## config.mk

```make
export PLATFORM = sky130hd
export DESIGN_NAME = power_domain_sequencer
export DESIGN_NICKNAME = d
export VERILOG_FILES = /design/src/rtl/power_domain_sequencer.sv
export SDC_FILE = /design/constraint.sdc
export NUM_CORES = 1
export LEC_CHECK = 0
export ABC_AREA = 0
export BUFFER_PORTS_ARGS = -buffer_cell sky130_fd_sc_hd__buf_2
export CORE_UTILIZATION = 52
export CTS_BUF_LIST = sky130_fd_sc_hd__clkbuf_8
export DETAILED_ROUTE_END_ITERATION = 6
export GPL_ROUTABILITY_DRIVEN = 0
export PLACE_DENSITY = 0.82
export RECOVER_POWER = 100
export SLEW_MARGIN = 5
export SYNTH_ARGS = -nofsm -noshare
export SYNTH_HDL_FRONTEND = slang
export SYNTH_SLANG_ARGS = --single-unit
```

## constraint.sdc

```tcl
create_clock -name clock -period 4.6 [get_ports clock]
set_input_delay 1.38 -clock clock [delete_from_list [all_inputs] [get_ports clock]]
set_output_delay 1.38 -clock clock [all_outputs]
set_load 0.02 [all_outputs]
```

## src/rtl/power_domain_sequencer.sv

```systemverilog
// -----------------------------------------------------------------------------
// power_domain_sequencer
//
// Sequences the power-up and power-down of one switchable power domain in
// response to a level request from the power management controller. The rail
// switch, output isolation, domain clock gate and domain reset are driven in a
// fixed safe order. Ready, fault and sequence-complete status are reported back.
//
// Ports:
//   clock            system clock
//   reset            synchronous, active-high reset (forces OFF)
//   power_enable_req level request: 1 = domain on, 0 = domain off
//   settle_cycles    minimum rail-ramp wait in cycles (0 is treated as 1)
//   rail_ok          rail-good comparator, already synchronised
//   power_switch_en  rail header switch on
//   isolation_en     clamp domain outputs
//   domain_clk_en    domain clock gate enable
//   domain_reset     domain reset, active-high
//   domain_ready     domain usable
//   fault            high while in FAULT
//   seq_done         one-cycle pulse on entry to ON or OFF (not on reset)
//   seq_state        current state encoding
//
// Every output is a flop loaded from a decode of the next state, so outputs
// always equal the Moore decode of the state register and there is no
// combinational path from any input to any output.
// -----------------------------------------------------------------------------
module power_domain_sequencer #(
    parameter int unsigned RESET_CYCLES     = 3,
    parameter int unsigned DISCHARGE_CYCLES = 4,
    parameter int unsigned RAMP_TIMEOUT     = 64,
    parameter int unsigned CNT_W            = 8
) (
    input  logic       clock,
    input  logic       reset,
    input  logic       power_enable_req,
    input  logic [7:0] settle_cycles,
    input  logic       rail_ok,
    output logic       power_switch_en,
    output logic       isolation_en,
    output logic       domain_clk_en,
    output logic       domain_reset,
    output logic       domain_ready,
    output logic       fault,
    output logic       seq_done,
    output logic [2:0] seq_state
);

    typedef enum logic [2:0] {
        ST_OFF        = 3'd0,
        ST_RAMP       = 3'd1,
        ST_RESET_HOLD = 3'd2,
        ST_ON         = 3'd3,
        ST_ISOLATE    = 3'd4,
        ST_DRAIN      = 3'd5,
        ST_DISCHARGE  = 3'd6,
        ST_FAULT      = 3'd7
    } state_t;

    // Terminal counter values: the counter reads 0 on the first cycle of a
    // state, so a state lasting N cycles exits when the counter is N-1.
    localparam logic [CNT_W-1:0] RESET_LAST =
        CNT_W'((RESET_CYCLES > 0) ? RESET_CYCLES - 1 : 0);
    localparam logic [CNT_W-1:0] DISCHARGE_LAST =
        CNT_W'((DISCHARGE_CYCLES > 0) ? DISCHARGE_CYCLES - 1 : 0);
    localparam logic [CNT_W-1:0] RAMP_LAST =
        CNT_W'((RAMP_TIMEOUT > 0) ? RAMP_TIMEOUT - 1 : 0);

    state_t           state_q, state_d;
    logic [CNT_W-1:0] cnt_q, cnt_d;
    logic [CNT_W-1:0] settle_last;

    logic power_switch_en_q, power_switch_en_d;
    logic isolation_en_q,    isolation_en_d;
    logic domain_clk_en_q,   domain_clk_en_d;
    logic domain_reset_q,    domain_reset_d;
    logic domain_ready_q,    domain_ready_d;
    logic fault_q,           fault_d;
    logic seq_done_q,        seq_done_d;

    // Minimum ramp wait minus one, with settle_cycles = 0 behaving as 1.
    always_comb begin
        settle_last = '0;
        if (settle_cycles != 8'd0) begin
            settle_last = CNT_W'(settle_cycles - 8'd1);
        end
    end

    // Next-state logic.
    always_comb begin
        state_d = state_q;
        unique case (state_q)
            ST_OFF: begin
                if (power_enable_req) begin
                    state_d = ST_RAMP;
                end
            end
            ST_RAMP: begin
                if (!power_enable_req) begin
                    state_d = ST_DISCHARGE;
                end else if ((cnt_q >= settle_last) && rail_ok) begin
                    state_d = ST_RESET_HOLD;
                end else if (cnt_q == RAMP_LAST) begin
                    state_d = ST_FAULT;
                end
            end
            ST_RESET_HOLD: begin
                // Abort goes through DRAIN so the clock is stopped before
                // the rail is switched off.
                if (!power_enable_req) begin
                    state_d = ST_DRAIN;
                end else if (cnt_q == RESET_LAST) begin
                    state_d = ST_ON;
                end
            end
            ST_ON: begin
                // Brownout outranks a power-down request.
                if (!rail_ok) begin
                    state_d = ST_FAULT;
                end else if (!power_enable_req) begin
                    state_d = ST_ISOLATE;
                end
            end
            ST_ISOLATE: begin
                state_d = ST_DRAIN;
            end
            ST_DRAIN: begin
                state_d = ST_DISCHARGE;
            end
            ST_DISCHARGE: begin
                // The request is deliberately ignored: the rail always
                // discharges fully and any new request restarts from OFF.
                if (cnt_q == DISCHARGE_LAST) begin
                    state_d = ST_OFF;
                end
            end
            ST_FAULT: begin
                if (!power_enable_req) begin
                    state_d = ST_DISCHARGE;
                end
            end
        endcase
    end

    // Sequence counter: clears on every state entry, otherwise saturates.
    always_comb begin
        cnt_d = cnt_q;
        if (state_d != state_q) begin
            cnt_d = '0;
        end else if (cnt_q != '1) begin
            cnt_d = cnt_q + 1'b1;
        end
    end

    // Output decode of the next state, registered alongside the state.
    always_comb begin
        power_switch_en_d = 1'b0;
        isolation_en_d    = 1'b1;
        domain_clk_en_d   = 1'b0;
        domain_reset_d    = 1'b1;
        domain_ready_d    = 1'b0;
        fault_d           = 1'b0;
        unique case (state_d)
            ST_OFF: begin
            end
            ST_RAMP: begin
                power_switch_en_d = 1'b1;
            end
            ST_RESET_HOLD: begin
                power_switch_en_d = 1'b1;
                domain_clk_en_d   = 1'b1;
            end
            ST_ON: begin
                power_switch_en_d = 1'b1;
                isolation_en_d    = 1'b0;
                domain_clk_en_d   = 1'b1;
                domain_reset_d    = 1'b0;
                domain_ready_d    = 1'b1;
            end
            ST_ISOLATE: begin
                power_switch_en_d = 1'b1;
                domain_clk_en_d   = 1'b1;
                domain_reset_d    = 1'b0;
            end
            ST_DRAIN: begin
                power_switch_en_d = 1'b1;
            end
            ST_DISCHARGE: begin
            end
            ST_FAULT: begin
                fault_d = 1'b1;
            end
        endcase
        seq_done_d = (state_d != state_q) &&
                     ((state_d == ST_ON) || (state_d == ST_OFF));
    end

    always_ff @(posedge clock) begin
        if (reset) begin
            state_q           <= ST_OFF;
            cnt_q             <= '0;
            power_switch_en_q <= 1'b0;
            isolation_en_q    <= 1'b1;
            domain_clk_en_q   <= 1'b0;
            domain_reset_q    <= 1'b1;
            domain_ready_q    <= 1'b0;
            fault_q           <= 1'b0;
            seq_done_q        <= 1'b0;
        end else begin
            state_q           <= state_d;
            cnt_q             <= cnt_d;
            power_switch_en_q <= power_switch_en_d;
            isolation_en_q    <= isolation_en_d;
            domain_clk_en_q   <= domain_clk_en_d;
            domain_reset_q    <= domain_reset_d;
            domain_ready_q    <= domain_ready_d;
            fault_q           <= fault_d;
            seq_done_q        <= seq_done_d;
        end
    end

    assign power_switch_en = power_switch_en_q;
    assign isolation_en    = isolation_en_q;
    assign domain_clk_en   = domain_clk_en_q;
    assign domain_reset    = domain_reset_q;
    assign domain_ready    = domain_ready_q;
    assign fault           = fault_q;
    assign seq_done        = seq_done_q;
    assign seq_state       = state_q;

endmodule

```

Yosys cells after proc, flatten, opt, wreduce, memory -nomap -nowiden --
Cells that the tools add are included. W data, S select, Z words.
Word-level totals: memories 0, bits in latches 0, register bits 18, ROM bits 0, output and inout port bits 10, memory bits (writable) 0
Cells by class: reductions and logical operators 10, order comparisons 1, shifts and indexed selects 0, multiply operators 0, multiplexer cells 18, divide/modulo/power cells 0, $add $sub $neg 2, equality and inequality tests 18, bitwise operators 0
Operator list (number):
- $mux W3 | 10
- $pmux W3 S8 | 1
- $eq A3 B3 Y1 const B | 7
- $eq A8 B2 Y1 const B | 2
- $eq A3 B2 Y1 const B | 4
- $add A8 B1 Y8 const B | 1
- $eq A8 B6 Y1 const B | 1
- $ge A8 B8 Y1 | 1
- $mux W8 | 1
- $ne A8 B8 Y1 const B | 1
- $reduce_bool A8 Y1 | 1
- $sub A8 B1 Y8 const B | 1
- $eq A3 B1 Y1 const B | 2
- $logic_not A3 Y1 | 2
- $mux W1 | 6
- $reduce_or A5 Y1 | 1
- $reduce_or A2 Y1 | 2
- $ne A3 B3 Y1 | 1
- $reduce_or A3 Y1 | 1
- $logic_and A1 B1 Y1 | 2
- $logic_or A1 B1 Y1 | 1

Logic depth before layout (Yosys ltp) --
Gate-level depths: netlist of run 1.
word-level depth 10, mapped depth 15, gate-level depth less buffers 14

Least setup slack after synthesis of run 1 --
No wires, ideal clock.
path kind in2reg, from in settle_cycles[0], to reg cnt_q[2], slack -76 ps, required time 4527 ps, setup time 73 ps, arrival time 4603 ps, stages on the path 15, cells stage by stage inv_1 > ha_1 > nor2b_1 > nand3b_1 > or3_1 > and2_1 > ha_1 > nand2b_1 > a2111o_1 > a32o_2 > o21ai_4 > mux2i_1 > or4_1 > buf_6 > nor3_2
On the way: longest elaborated chain between the ends 9, elaborated cells between the ends (all ways) 10, classes of those cells add/sub (1); order compare (1); eq/ne (1); mux (4); reduce/logical (3)
RTL lines:
- start: declaration | RTL line 37 | input logic [7:0] settle_cycles,
- $sub A8 B1 Y8 or $reduce_bool A8 Y1 (tied branches) | RTL line 85, 84
- $mux W8 (*) | RTL line 84 | if (settle_cycles != 8'd0) begin
- $ge A8 B8 Y1 (*) | RTL line 101 | end else if ((cnt_q >= settle_last) && rail_ok) begin
- $logic_and A1 B1 Y1 (*) | RTL line 101
- $mux W3 (*) | RTL line 101
- $mux W3 (*) | RTL line 99 | if (!power_enable_req) begin
- $pmux W3 S8 (*) | RTL line 92 | unique case (state_q)
- $ne A3 B3 Y1 (*) | RTL line 148 | if (state_d != state_q) begin
- $reduce_or A2 Y1 (no line) (*)
- end signal: assignment | RTL line 211 | cnt_q <= cnt_d;
- end: declaration | RTL line 70 | logic [CNT_W-1:0] cnt_q, cnt_d;
Every way passes the cells marked *; elsewhere a longest branch is shown, timed or not. A chain may end at the register's enable or synchronous reset.

Final worst setup path of run 1 --
from in settle_cycles[0], to reg cnt_q[7]
Same word-level chain as after synthesis.

==> results.sh, run 1 <==
export IMPL_timing_setup_critical_path_class="input port to flop"
export IMPL_die_w_um=52.2
export IMPL_power_density_mw_per_mm2=305
export IMPL_cp_max_fo=8
export IMPL_syn_area_per_cell_sq_um=8.04
export IMPL_first_pass_iters=4
export IMPL_syn_nets=186
export IMPL_die_h_um=52.2
export IMPL_grt_pass1_wl_mm=5.02
export IMPL_cts_tree="built"
export IMPL_hpwl_mm=2.36
export IMPL_cts_sinks=18
export IMPL_post_route_util_pct=69.2
export IMPL_worst_hold_slack_ps=598
export IMPL_fin_nets=215
export IMPL_worst_pin_slew_ps=461
export IMPL_status="completed"
export IMPL_ys_seq_area_share_pct=27.5
export IMPL_grt_pass1_vias=1168
export IMPL_drv_slew=0
export IMPL_num_rows=17
export IMPL_setup_tns_ps=0
export IMPL_fin_ws_ps=121
export IMPL_cts_hold_buf=0
export IMPL_postSynthCellCount=163
export IMPL_r2r_start="cnt_q[0]$_SDFFE_PP0P_"
export IMPL_worstHoldStart="cnt_q[0]$_SDFFE_PP0P_"
export IMPL_antenna_cells=0
export IMPL_antenna_found_initial=0
export IMPL_overflow=0
export IMPL_grt_usage_pct=24.8
export IMPL_end_kind="flop"
export IMPL_clock_latency_ps=260
export IMPL_clock_path_buffers=2
export IMPL_synth_cell_types=48
export IMPL_routed_wl_mm=3.31
export IMPL_netlist_area_sq_mm=0.00131
export IMPL_post_route_drc_count=0
export IMPL_start_util_pct=57.1
export IMPL_syn2layout_area_growth_pct=21.2
export IMPL_hold_depth=2
export IMPL_numCtsBuffers=3
export IMPL_antenna_left=0
export IMPL_num_fill_cells=189
export IMPL_setup_viol_count_final=0
export IMPL_core_region_area_sq_mm=0.00230
export IMPL_min_to="cnt_q[0]$_SDFFE_PP0P_"
export IMPL_synthArstFlopShare_pct=0
export IMPL_cts_root_buf="clkbuf_8"
export IMPL_period_share_pct=97.4
export IMPL_htreeDepth=1
export IMPL_clock_skew_ps=1.13
export IMPL_wire_per_inst_um=15.1
export IMPL_drt_iter0_markers=36
export IMPL_synth_top_flop_cell="dfxtp_1"
export IMPL_p_leak_nw=0.668
export IMPL_min_period_ps=4480
export IMPL_place_ws_ps=-201
export IMPL_r2r_slack_ps=1790
export IMPL_synth_edf_count=0
export IMPL_cts_clk_slew_worst_paths_ps=60
export IMPL_drive_above_1_share_pct=25.1
export IMPL_hp_class="flop to flop"
export IMPL_fmaxAchievable_ghz=0.223
export IMPL_max_cap_violations=0
export IMPL_finalHoldViolCount=0
export IMPL_rsz0062_at_grt="true"
export IMPL_arrival_ps=4670
export IMPL_cp_start_kind="input port"
export IMPL_die_area_sq_mm=0.00273
export IMPL_ys_warn_count=0
export IMPL_vias=1303
export IMPL_boundaryPins=22
export IMPL_via_per_inst=5.95
export IMPL_timing_rr_end="cnt_q[7]$_SDFFE_PP0P_"
export IMPL_cp_data_required_time_ps=4790
export IMPL_grt_max_degree=15
export IMPL_slew_headroom_pct=69.2
export IMPL_ys_ff_latch=18
export IMPL_worst_r2r_cell_count=10
export IMPL_port_buffers=21
export IMPL_max_vdd_ir_drop_mv=0.253
-- registers in the layout, summed over array words and instances (netlist names) --
register         count
cnt_q                8
seq_state            3
domain_clk_en        1
domain_ready         1
domain_reset         1
fault                1
isolation_en         1
power_switch_en      1
seq_done             1
-- synth_stat cells (all sizes together), types with 4 or more instances --
| master | instances | area [sq um] |
|---|---|---|
| nand2 | 12 | 45.0 |
| nand4 | 4 | 25.0 |
| nand3 | 4 | 20.0 |
| dfxtp | 18 | 360 |
| buf | 4 | 26.3 |
| xor2 | 5 | 43.8 |
| nor2b | 6 | 37.5 |
| nand2b | 4 | 25.0 |
| ha | 11 | 138 |
| nor3 | 11 | 75.1 |
| nor2 | 22 | 82.6 |
| inv | 7 | 26.3 |
| a21oi | 6 | 30.0 |
| o21ai | 8 | 51.3 |
-- worst max path at each step --
stage | from | to | cells past startpoint
finish | settle_cycles[0] | cnt_q[7]$_SDFFE_PP0P_ | 16
global route | settle_cycles[0] | cnt_q[7]$_SDFFE_PP0P_ | 16
CTS | settle_cycles[0] | cnt_q[7]$_SDFFE_PP0P_ | 16
detailed placement | settle_cycles[0] | cnt_q[7]$_SDFFE_PP0P_ | 16
global placement | settle_cycles[0] | cnt_q[6]$_SDFFE_PP0P_ | 16
floorplan | settle_cycles[0] | cnt_q[2]$_SDFFE_PP0P_ | 15
-- stage by stage --
step / power (mW) / std cells / cell area, sq um
final: 0.485 / 219 / 1590
after global routing: 0.509 / 219 / 1590
after CTS: 0.467 / 218 / 1540
after detailed placement: 0.339 / 214 / 1490
after global placement: 0.334 / 214 / 1490
after floorplan: 0.292 / 163 / 1320
-- kinds of logic (layout without fill, tap and decap cells) --
group / Yosys count / after routing / share of synthesized area, %
compound gates: 32 / 32 / 18.5
simple gates: 79 / 79 / 32.4
flops: 18 / 18 / 27.5
mux: 2 / 2 / 1.53
xor+xnor: 7 / 7 / 4.68
fa+ha+maj: 11 / 11 / 10.5
buf+inv: 14 / 42 / 4.87
-- what timing repair did --
item,4_1_cts,5_1_grt
resized for setup,0,11
endpoints found under the setup margin,0,12
setup buffers,0,1
-- layout make-up --
class                   instances  area (sq um)  area share, %
clock buffers                   4          55.1           3.46
inverters                       7          26.3           1.65
multi-input cells             131           933           58.7
flip-flops and latches         18           360           22.7
well taps                      28          35.0           2.20
repair buffers                 31           179           11.3
-- worst max-delay path, stage by stage --
cell and delay (ps):
buf_2 110, inv_1 70, ha_2 170, nor2b_4 140, nand3b_1 100, or3_4 340
and2_4 160, ha_1 250, nand2b_1 140, a2111o_1 390, a32o_2 270, o21ai_4 140
mux2i_2 100, or4_4 570, buf_8 160, nor3_4 170
-- routing by layer --
metal	share of wire, %	wire, um	vias to the layer above	GRT usage (%)
li1	-	-	648	-
met2	53	1740	36	44.7
met4	0.75	25	0	8.77
met1	43	1430	617	30.4
met5	0	0	-	0
met3	3.5	116	2	2.32
-- report_power, final --
group          internal (mW)  switching [mW]  leakage [nW]
Sequential             0.170          0.0177         0.147
Combinational         0.0749          0.0944         0.493
Clock                 0.0761          0.0515        0.0288
-- cells in the final DEF (no fill, tap or decap), types with 4 or more instances in the layout --
master    instances
buf_4             9
nor3_1            7
nor2_1           21
buf_2            14
xor2_1            5
clkbuf_8          4
nand2b_1          4
o21ai_0           6
inv_1             7
a21oi_1           6
dfxtp_1          18
nor2b_1           5
nand2_1          12
nand3_1           4
clkbuf_1          7
nand4_1           4
ha_1             10
Power figures use the tool's default switching activity.
==> run 2: changes to the inputs <==
--- a/config.mk
+++ b/config.mk
@@ -7,12 +7,14 @@
 export LEC_CHECK = 0
 export ABC_AREA = 0
 export BUFFER_PORTS_ARGS = -buffer_cell sky130_fd_sc_hd__buf_2
-export CORE_UTILIZATION = 52
+export CAP_MARGIN = 20
+export CORE_UTILIZATION = 36
 export CTS_BUF_LIST = sky130_fd_sc_hd__clkbuf_8
 export DETAILED_ROUTE_END_ITERATION = 6
 export GPL_ROUTABILITY_DRIVEN = 0
-export PLACE_DENSITY = 0.82
+export PLACE_DENSITY = 0.61
 export RECOVER_POWER = 100
+export SKIP_LAST_GASP = 1
 export SLEW_MARGIN = 5
 export SYNTH_ARGS = -nofsm -noshare
 export SYNTH_HDL_FRONTEND = slang
==> run 2 against run 1 <==
  * Fmax is 1.3% higher
  * Clock power decreased by 3%
  * Wire length decreased by 11%
  * Critical path depth unchanged
  * Register-to-register slack better by 90 ps
  * Sequential share of layout area is 0.36 points higher
  * Combinational power fell by 11%
  * Core utilization shrank 23 points
  * Via count decreased by 0.77%
  * Critical path type unchanged
  * Largest cell class unchanged
==> results.sh, run 2 (synthesis gave the netlist of run 1 again) <==
export IMPL_cts_clk_slew_worst_paths_ps=60
export IMPL_final_common_cell="nor2_1"
export IMPL_worst_pin_slew_ps=418
export IMPL_period_share_pct=96.1
export IMPL_boundaryPins=22
export IMPL_start_util_pct=38.4
export IMPL_p_int_uw=313
export IMPL_cp_max_fo=8
export IMPL_numCtsBuffers=3
export IMPL_antenna_cells=0
export IMPL_end_kind="flop"
export IMPL_setup_viol_count_final=0
export IMPL_max_vdd_ir_drop_mv=0.190
export IMPL_post_route_drc_count=0
export IMPL_p_sw_uw=149
export IMPL_drt_iter0_markers=62
export IMPL_regMostFlops="cnt_q"
export IMPL_status="completed"
export IMPL_clock_latency_ps=250
export IMPL_num_fill_cells=375
export IMPL_hp_class="flop to flop"
export IMPL_first_pass_iters=4
export IMPL_drv_slew=0
export IMPL_grt_max_degree=15
export IMPL_layout_cells_non_filler=237
export IMPL_htreeDepth=1
export IMPL_place_area_sq_mm=0.00151
export IMPL_largest_reg_flops=8
export IMPL_via_per_inst=5.46
export IMPL_timing_setup_critical_path_class="input port to flop"
export IMPL_cts_sinks=18
export IMPL_drive_above_1_share_pct=19.9
export IMPL_worstHoldStart="cnt_q[0]$_SDFFE_PP0P_"
export IMPL_r2r_slack_ps=1880
export IMPL_port_buffers=21
export IMPL_antenna_found_initial=0
export IMPL_final_area_sq_mm=0.00156
export IMPL_max_cap_violations=0
export IMPL_power_density_mw_per_mm2=295
export IMPL_fin_nets=215
export IMPL_die_area_sq_mm=0.00389
export IMPL_grt_pass1_vias=1278
export IMPL_core_region_area_sq_mm=0.00342
export IMPL_p_seq_share_pct=40.5
export IMPL_syn2layout_area_growth_pct=19.3
export IMPL_p_comb_share_pct=32.7
export IMPL_finalHoldViolCount=0
export IMPL_min_to="cnt_q[0]$_SDFFE_PP0P_"
export IMPL_cts_root_buf="clkbuf_8"
export IMPL_r2r_start="cnt_q[0]$_SDFFE_PP0P_"
export IMPL_wire_per_inst_um=12.4
export IMPL_cp_data_required_time_ps=4770
export IMPL_grt_usage_pct=16.6
export IMPL_grt_pass1_wl_mm=5.33
export IMPL_hpwl_mm=2.33
export IMPL_post_route_util_pct=45.8
export IMPL_timing_rr_end="cnt_q[6]$_SDFFE_PP0P_"
export IMPL_rsz0062_at_grt="false"
export IMPL_min_period_ps=4420
export IMPL_routed_wl_mm=2.95
export IMPL_die_w_um=62.4
export IMPL_cts_hold_buf=0
export IMPL_clkPwrFrac_pct=26.8
export IMPL_slew_headroom_pct=72.1
export IMPL_dp_cells=232
export IMPL_p_leak_nw=0.646
export IMPL_arrival_ps=4600
export IMPL_die_h_um=62.4
export IMPL_worst_hold_slack_ps=575
export IMPL_cp_start_kind="input port"
export IMPL_final_cell_mix="nor2_1, dfxtp_1, nand2_1"
export IMPL_antenna_left=0
export IMPL_fmaxAchievable_ghz=0.226
export IMPL_worst_r2r_cell_count=10
export IMPL_vias=1293
export IMPL_cts_tree="built"
export IMPL_clock_skew_ps=1.97
export IMPL_clock_path_buffers=2
export IMPL_hold_depth=2
export IMPL_num_rows=21
export IMPL_switching_share_pct=32.2
export IMPL_power_total_uw=462
export IMPL_overflow=0
## run 2: worst max path at each step
stage                     startpoint               endpoint  slack [ps]
finish              settle_cycles[0]  cnt_q[6]$_SDFFE_PP0P_         180
detailed placement  settle_cycles[0]  cnt_q[7]$_SDFFE_PP0P_        -150
floorplan           settle_cycles[0]  cnt_q[2]$_SDFFE_PP0P_        0.04
global placement    settle_cycles[0]  cnt_q[7]$_SDFFE_PP0P_        -120
global route        settle_cycles[0]  cnt_q[7]$_SDFFE_PP0P_          20
CTS                 settle_cycles[0]  cnt_q[7]$_SDFFE_PP0P_         100
## run 2: layout make-up
cell class | count | area [sq um] | share of cell area [%]
inverters | 7 | 26.3 | 1.68
clock buffers | 4 | 55.1 | 3.52
well taps | 46 | 57.6 | 3.68
multi-input cells | 131 | 897 | 57.4
flip-flops and latches | 18 | 360 | 23.0
repair buffers | 31 | 168 | 10.7
## run 2: power groups by stage
stage | clock [mW] | combinational [mW] | sequential (mW)
6_report | 0.124 | 0.151 | 0.187
5_1_grt | 0.137 | 0.168 | 0.190
4_1_cts | 0.129 | 0.150 | 0.186
3_5_place_dp | 0 | 0.149 | 0.190
3_3_place_gp | 0 | 0.147 | 0.189
2_1_floorplan | 0 | 0.0977 | 0.194
## run 2: metrics by stage
stage                     setup WS (ps)  TNS [ps]
after CTS                          97.3         0
after global routing               17.9         0
after detailed placement           -152     -1280
after floorplan                  0.0382         0
final                               179         0
after global placement             -118      -731
## run 2: routing by layer
layer	routed length [um]	up-vias	GRT usage, %	share of wire (%)
li1	-	644	-	-
met1	1320	609	20.3	45
met2	1470	36	29.8	50
met3	124	4	3.31	4.2
met4	30	0	3.78	1.0
met5	0	-	0	0
## run 2: repair_timing
| action | CTS | global route |
|---|---|---|
| gates resized for setup | 0 | 4 |
| setup endpoints to repair | 0 | 11 |
| setup buffers | 0 | 1 |
## run 2: worst max-delay path: stages
cell,delay (ps)
buf_2,100
inv_1,60
ha_1,160
nor2b_4,140
nand3b_1,100
or3_4,340
and2_0,160
ha_1,260
nand2b_1,150
a2111o_1,370
a32o_2,280
o21ai_4,130
mux2i_1,100
or4_1,540
buf_6,160
nor3_1,160
==> run 3: changes to the inputs <==
--- a/config.mk
+++ b/config.mk
@@ -13,7 +13,6 @@
 export DETAILED_ROUTE_END_ITERATION = 6
 export GPL_ROUTABILITY_DRIVEN = 0
 export PLACE_DENSITY = 0.61
-export RECOVER_POWER = 100
 export SKIP_LAST_GASP = 1
 export SLEW_MARGIN = 5
 export SYNTH_ARGS = -nofsm -noshare
==> run 3 against run 2 <==
  * Final area increased by 1.5%
  * Die area unchanged
  * Final cell count stayed put
  * Global-route usage unchanged
  * Highest routed layer unchanged
  * Combinational power increased by 3%
  * Count of clock-buffer cells in the layout did not move
  * Sequential power barely moved
  * Via count about the same
==> results.sh, run 3 (synthesis gave the netlist of run 1 again) <==
export IMPL_status="completed"
export IMPL_via_per_inst=5.46
export IMPL_cp_data_required_time_ps=4770
export IMPL_boundaryPins=22
export IMPL_p_sw_uw=149
export IMPL_cts_tree="built"
export IMPL_htreeDepth=1
export IMPL_syn2layout_area_growth_pct=21.1
export IMPL_top_layer_used="met4"
export IMPL_grt_usage_pct=16.6
export IMPL_p_seq_share_pct=40.1
export IMPL_drt_iter0_markers=63
export IMPL_max_cap_violations=0
export IMPL_switching_share_pct=32.0
export IMPL_min_period_ps=4410
export IMPL_place_ws_ps=-152
export IMPL_post_route_util_pct=46.5
export IMPL_period_share_pct=95.9
export IMPL_antenna_cells=0
export IMPL_port_buffers=21
export IMPL_grt_pass1_vias=1278
export IMPL_power_density_mw_per_mm2=293
export IMPL_antenna_found_initial=0
export IMPL_antenna_left=0
export IMPL_wl_met1_mm=1.34
export IMPL_final_area_sq_mm=0.00159
export IMPL_cts_sinks=18
export IMPL_timing_setup_critical_path_class="input port to flop"
export IMPL_die_area_sq_mm=0.00389
export IMPL_cts_clk_slew_worst_paths_ps=60
export IMPL_p_int_uw=316
export IMPL_finalHoldViolCount=0
export IMPL_cp_max_fo=8
export IMPL_numCtsBuffers=3
export IMPL_die_w_um=62.4
export IMPL_num_rows=21
export IMPL_clock_skew_ps=2.16
export IMPL_num_fill_cells=371
export IMPL_core_region_area_sq_mm=0.00342
export IMPL_regMostFlops="cnt_q"
export IMPL_routed_wl_mm=2.92
export IMPL_die_h_um=62.4
export IMPL_route_met3_wl_um=96
export IMPL_worst_pin_slew_ps=425
export IMPL_rsz0062_at_grt="false"
export IMPL_wire_per_inst_um=12.3
export IMPL_clkPwrFrac_pct=26.6
export IMPL_post_route_drc_count=0
export IMPL_clock_path_buffers=2
export IMPL_drv_slew=0
export IMPL_setup_viol_count_final=0
export IMPL_clock_latency_ps=250
export IMPL_fin_ws_ps=188
export IMPL_place_area_sq_mm=0.00151
export IMPL_hpwl_mm=2.33
export IMPL_route_met2_wl_mm=1.44
export IMPL_arrival_ps=4580
export IMPL_overflow=0
export IMPL_vias=1294
export IMPL_grt_max_degree=15
export IMPL_max_vdd_ir_drop_mv=0.193
export IMPL_start_util_pct=38.4
export IMPL_cp_start_kind="input port"
export IMPL_drive_above_1_share_pct=26.7
export IMPL_largest_reg_flops=8
export IMPL_grt_pass1_wl_mm=5.33
export IMPL_fin_nets=215
export IMPL_p_comb_share_pct=33.3
export IMPL_end_kind="flop"
export IMPL_cts_root_buf="clkbuf_8"
export IMPL_fmaxAchievable_ghz=0.227
export IMPL_p_leak_nw=0.685
export IMPL_first_pass_iters=4
export IMPL_slew_headroom_pct=71.7
export IMPL_power_total_uw=465
export IMPL_final_cell_mix="nor2_1, buf_2, dfxtp_1, nand2_1, ha_1"
export IMPL_hp_class="flop to flop"
-- run 3: power groups by stage --
stage          clock network, mW  registers (mW)  logic (mW)
2_1_floorplan                  0           0.194      0.0977
3_3_place_gp                   0           0.189       0.147
3_5_place_dp                   0           0.190       0.149
4_1_cts                    0.129           0.186       0.150
5_1_grt                    0.137           0.190       0.171
6_report                   0.124           0.186       0.155
-- run 3: cell type report --
| cell class | count | area [sq um] | share of cell area [%] |
|---|---|---|---|
| flip-flops and latches | 18 | 360 | 22.7 |
| clock buffers | 4 | 55.1 | 3.47 |
| inverters | 7 | 26.3 | 1.65 |
| well taps | 46 | 57.6 | 3.62 |
| multi-input cells | 131 | 905 | 57.0 |
| repair buffers | 31 | 184 | 11.6 |
-- run 3: repair_timing --
action                     CTS  global route
hold buffers                 0             0
buffers inserted             0             1
gates resized for setup      0             4
setup endpoints to repair    0            11
hold endpoints to repair     0             0
-- run 3: through the flow --
stage,cells,TNS [ps],hold WS [ps]
after CTS,236,0,579
after global placement,232,-731,553
final,237,0,575
after global routing,237,0,628
after floorplan,163,0,525
after detailed placement,232,-1280,571
-- run 3: critical path, cell delays in order --
cell and delay, ps:
buf_2 100, inv_1 60, ha_2 170, nor2b_4 140
nand3b_1 100, or3_4 340, and2_1 160, ha_1 250
nand2b_1 150, a2111o_1 370, a32o_2 280, o21ai_4 130
mux2i_1 100, or4_1 540, buf_6 160, a211oi_2 140
-- run 3: worst paths after layout --
| kind | from | end | slack, ps | cells past startpoint |
|---|---|---|---|---|
| setup / recovery | settle_cycles[0] | cnt_q[1]$_SDFFE_PP0P_ | 190 | 16 |
| hold / removal | cnt_q[0]$_SDFFE_PP0P_ | cnt_q[0]$_SDFFE_PP0P_ | 570 | 2 |
| setup reg to reg | cnt_q[0]$_SDFFE_PP0P_ | cnt_q[1]$_SDFFE_PP0P_ | 1890 | 10 |
| hold reg to reg | cnt_q[0]$_SDFFE_PP0P_ | cnt_q[0]$_SDFFE_PP0P_ | 570 | 2 |
-- run 3: metal layers --
metal | up-vias | GRT usage [%]
li1 | 641 | -
met1 | 608 | 20.3
met2 | 37 | 29.8
met3 | 8 | 3.31
met4 | 0 | 3.78
met5 | - | 0
